===== src/rtl/if_stage.sv =====
// Instruction-fetch stage: holds the PC in flight, drives a 1-cycle-latency
// instruction SRAM and presents the fetched word to decode through a
// valid/allowin handshake. It captures the SRAM word into a buffer on a stall
// because the SRAM does not hold its read data.
module if_stage #(
   parameter logic [31:0] RESET_PC = 32'hBFC0_0000,
   parameter logic [4:0]  EXC_ADEL = 5'h04
) (
   input  logic        clk,
   input  logic        rst,
   input  logic        id_allowin_in,
   input  logic [31:0] id_nextPC_in,
   input  logic        wb_ClrStpJmp_in,
   input  logic [31:0] inst_sram_rdata,
   output logic        inst_sram_en,
   output logic [31:0] inst_sram_addr,
   output logic        if_valid_out,
   output logic [31:0] if_PC_out,
   output logic [31:0] if_NPC_out,
   output logic [31:0] if_NNPC_out,
   output logic [31:0] if_NPC_fast_wire,
   output logic [31:0] if_Instruct_out,
   output logic        if_exception_out,
   output logic [4:0]  if_ExcCode_out,
   output logic [31:0] if_error_VAddr_out
);

   logic [31:0] pc_r;
   logic        valid_r;
   logic        boot_r;
   logic [31:0] buf_r;
   logic        held_r;
   logic        exc_r;

   logic        load;
   logic [31:0] next_addr;
   logic        next_misaligned;

   // Decide whether a new fetch starts this cycle and where it goes.
   // Flush overrides a decode stall; boot forces the reset vector.
   always_comb begin
      load            = boot_r | ~valid_r | id_allowin_in | wb_ClrStpJmp_in;
      next_addr       = boot_r ? RESET_PC : id_nextPC_in;
      next_misaligned = (next_addr[1:0] != 2'b00);
   end

   // A misaligned fetch is never sent to the SRAM; it only raises AdEL.
   assign inst_sram_en   = load & ~next_misaligned & ~rst;
   assign inst_sram_addr = next_addr;

   // PC/valid bookkeeping plus the LIVE->HELD capture of the SRAM word.
   always_ff @(posedge clk or posedge rst) begin
      if (rst) begin
         pc_r    <= 32'h0;
         valid_r <= 1'b0;
         boot_r  <= 1'b1;
         buf_r   <= 32'h0;
         held_r  <= 1'b0;
         exc_r   <= 1'b0;
      end else if (load) begin
         pc_r    <= next_addr;
         valid_r <= 1'b1;
         boot_r  <= 1'b0;
         held_r  <= 1'b0;
         exc_r   <= next_misaligned;
      end else if (valid_r && !held_r && !exc_r) begin
         buf_r  <= inst_sram_rdata;
         held_r <= 1'b1;
      end
   end

   // Outputs toward decode; the instruction word is zero while nothing is valid
   // so reset presents a clean zero regardless of SRAM bus contents.
   always_comb begin
      if_valid_out       = valid_r;
      if_PC_out          = pc_r;
      if_NPC_out         = pc_r + 32'd4;
      if_NNPC_out        = pc_r + 32'd8;
      if_NPC_fast_wire   = pc_r + 32'd4;
      if_Instruct_out    = 32'h0;
      if (valid_r && !exc_r) begin
         if_Instruct_out = held_r ? buf_r : inst_sram_rdata;
      end
      if_exception_out   = valid_r & exc_r;
      if_ExcCode_out     = if_exception_out ? EXC_ADEL : 5'h00;
      if_error_VAddr_out = if_exception_out ? pc_r : 32'h0;
   end

endmodule


===== config.mk =====
export PLATFORM = sky130hd
export DESIGN_NAME = if_stage
export DESIGN_NICKNAME = d
export VERILOG_FILES = /design/src/rtl/if_stage.sv
export SDC_FILE = /design/constraint.sdc
export NUM_CORES = 1
export LEC_CHECK = 0
export CAP_MARGIN = 20
export CORE_MARGIN = 5
export CORE_UTILIZATION = 30
export CTS_CLUSTER_DIAMETER = 120
export DETAILED_ROUTE_END_ITERATION = 8
export DONT_BUFFER_PORTS = 1
export GPL_ROUTABILITY_DRIVEN = 0
export PLACE_DENSITY = 0.5
export SKIP_LAST_GASP = 1
export SLEW_MARGIN = 40
export SYNTH_ARGS = -nofsm -noshare
export SYNTH_HDL_FRONTEND = slang
export SYNTH_SLANG_ARGS = --single-unit
export TNS_END_PERCENT = 50

===== constraint.sdc =====
create_clock -name clk -period 4.4 [get_ports clk]
set_input_delay 0.66 -clock clk [delete_from_list [all_inputs] [get_ports clk]]
set_output_delay 0.66 -clock clk [all_outputs]
set_load 0.01 [all_outputs]

==> impl_results.md <==
* Asr flop ratio synth at 100%
* Worst R2R End: buf_r[31]
* Final setup vio count at 0
* Vias in the first global route at between 3000 and 4000
* Main synth FF type: dfrtp_1
* Clk buf depth at 2
* Crit-path max FO at 9
* Post-Layout Cell Count at roughly 730
* Buffers added on ports at 0
* CP endpoint: if_NPC_fast_wire[19]
* Skew final at around 0.0067 ns
* FMAX at about 280 MHz
* Cts hold-fix bufs at 0
* Worst-case reg-to-reg path depth at 4
* Worst-Margin Slew at 0.786 ns
* Clock group share of total power at roughly 37%
* Mapped Area at 0.00489 sq mm
* Yosys warns at 0
* Distinct cells, synth at 37
* NetSw at ~0.55 mW
* Top cell types by occurrence after synthesis: nand2_1 (86), dfrtp_1 (67), nor2_1 (65)
* # rows at 46
* FF-to-FF Start: boot_r
* Total gr overflow at 0
* Nets at 579
* Minimum clock period at approximately 3.6 ns
* P per Cell Area at between 300 and 400 mW/mm^2
* Total track usage at between 10% and 20%
* First-pass GRT wire length at ~24000 um
* Final hold vios at 0
* HPWL Detailed at roughly 12000 um
* Final setup TNS at 0 ns
* Remaining routing DRC violations at 0
* Final WL at about 16000 um
* Die width at ~140 um
* Die height at 138 um
* Worst Hold Class: input port to asynchronous set/reset pin
* Yosys top cell area share at 34.3%
* RSZ-0062 raised after global routing: no
* Setup bufs post-CTS at 0
* Static leakage at about 2.1 nW
* Total CTS buffers at 9
* CTS Root Cell: clkbuf_16
* Yosys reg bits at 68
* Core box area at around 0.016 sq mm
* Most frequent cell after synthesis: nand2_1
* EDFF count, synth at 0
* Post-route clock period utilization at 82.6%
* Switching Share at about a third
* CP Launch Type: flip-flop
* Worst EP arrival at 2.97 ns
* Max VDD drop at 0.208 mV
* Routed len/inst at about 22 um
* Initial Util at a little under a third
* Vias/cell at between 5 and 6
* Post-synthesis average cell area at 8.51 sq um
* Worst-skew pair later-pin latency at 0.33 ns
* Fin. max-slew vios at 0
* Crit Path Category: flip-flop to output pin
* Register area share after synthesis at a little over a third
* Reg2reg setup slack at approximately 1.8 ns
* Die footprint at 0.0190 sq mm
* Clock sink total at 68
* Sequential power share at 47.0%
* # IOs at 300
* CTS H-Tree Depth at 3
* Mapped Cells at 575
* Post-CTS Resized at 0
* Element type at the critical path end: output pin
* Post-DRT Antenna Nets at 0
* Drt pass-1 iters at 4
* Antenna diode count at 0
* Required @ worst endpoint at about 3.7 ns
* Worst setup path startpoint: if_PC_out[4]
* Pint at between 1 and 1.5 mW
* Initial antenna violation count at 0
* Share of post-route cells with drive strength above 1 at between 10% and 20%
* Via count at around 3800
* Clock slew at reported path FFs at ~0.050 ns
* Total Power Consumption at 1.75 mW
* Dpl cells at around 710
* Worst slew margin at between 40% and 50%
* Initial DRC Count at roughly 170
* Ranking of synthesized cells by area: dfrtp_1 (34%), xnor2_1 (7.3%), mux2_2 (6.9%), nand2_1 (6.6%), mux2i_1 (6.5%)
* Comb pwr share at roughly 17%
* Yosys top cell by area: dfrtp_1
* CTS tree: yes
* Layout area overhead at 1.84%
* Pin count of the biggest net entering global routing at 40
* Maximum capacitance violations at 0
* Status: finished clean
==> critical path: stages (launching register included) <==
cell,delay [ns]
dfrtp_1,0.55
ha_1,0.35
nand4_1,0.30
nor4_2,0.75
nand4_1,0.22
xnor2_1,0.46
==> cells in the final DEF (no fill, tap or decap), types with 2 or more instances in the layout <==
cell	netlist	final
nor4_1	5	5
and3_1	37	37
or2_2	9	9
clkbuf_1	33	3
nand4_1	22	22
o21ai_0	3	3
nor3_2	1	2
clkbuf_16	0	9
dfrtp_1	67	65
nand2_1	86	86
nor3_1	7	6
xor2_1	14	14
xnor2_1	41	41
nor2b_1	23	23
clkinv_2	0	3
mux2_2	30	30
nand3_1	14	14
ha_1	2	2
inv_1	5	4
buf_4	42	7
conb_1	2	6
and2_1	4	4
nor2_1	65	65
mux2i_1	32	32
mux2_1	2	2
and4_1	6	6
==> cell type report <==
type | count | area, sq um
inverter | 5 | 21.3
fill | 1699 | 11000
clock inverter | 3 | 15.0
sequential | 68 | 1710
timing repair buffer | 7 | 52.6
multi-input combinational | 418 | 2680
clock buffer | 12 | 236
tap | 216 | 270
==> registers in the layout (all words and copies together) (netlist names) <==
signal        count
buf_r            32
if_PC_out        32
boot_r            1
exc_r             1
held_r            1
if_valid_out      1
==> metal layers <==
metal | track usage [%] | vias up | routed length (um)
met5 | 0 | - | 0
met1 | 19.0 | 1864 | 6090
met2 | 28.4 | 227 | 8240
li1 | - | 1724 | -
met3 | 5.62 | 24 | 1630
met4 | 6.64 | 0 | 400
==> how the worst min path moves through the flow <==
| stage | slack, ns | from | depth (start not counted) | end |
|---|---|---|---|---|
| after global placement | 0.47 | buf_r[25] | 1 | buf_r[25] |
| after floorplan | 0.46 | buf_r[24] | 1 | buf_r[24] |
| final | 0.24 | rst | 1 | if_valid_out |
| after CTS | 0.33 | rst | 1 | if_valid_out |
| after global routing | 0.28 | rst | 1 | if_valid_out |
| after detailed placement | 0.47 | buf_r[24] | 1 | buf_r[24] |
==> power by group through the flow <==
stage               Combinational [mW]  Sequential (mW)  Clock (mW)
floorplan                        0.306            0.774           0
global placement                 0.292            0.828           0
detailed placement               0.297            0.836           0
CTS                              0.297            0.826       0.667
global route                     0.321            0.840       0.689
finish                           0.290            0.824       0.639
==> stage by stage <==
stage	instance area [sq um]	utilization, %	worst slack [ns]	hold slack, ns
5_1_grt	4980	31.3	0.517	0.285
4_1_cts	4980	31.2	0.669	0.333
3_5_place_dp	4730	29.6	1.05	0.475
6_report	4980	31.3	0.766	0.239
2_1_floorplan	4910	-	1.64	0.458
3_3_place_gp	4720	29.6	1.10	0.467
==> cells by family (layout without fill, tap and decap cells) <==
group / count (synthesis) / after routing / synth area share (%)
multiplexers: 64 / 64 / 13.9
AND/OR/NAND/NOR: 286 / 286 / 29.3
buffers and inverters: 93 / 27 / 11.0
XOR/XNOR: 55 / 55 / 9.84
AO/OA/AOI/OAI: 5 / 5 / 0.562
flip-flops: 68 / 68 / 34.8
adder cells (fa/ha/maj): 2 / 2 / 0.511
other: 2 / 6 / 0.153
(Power assumes the default switching activity.)
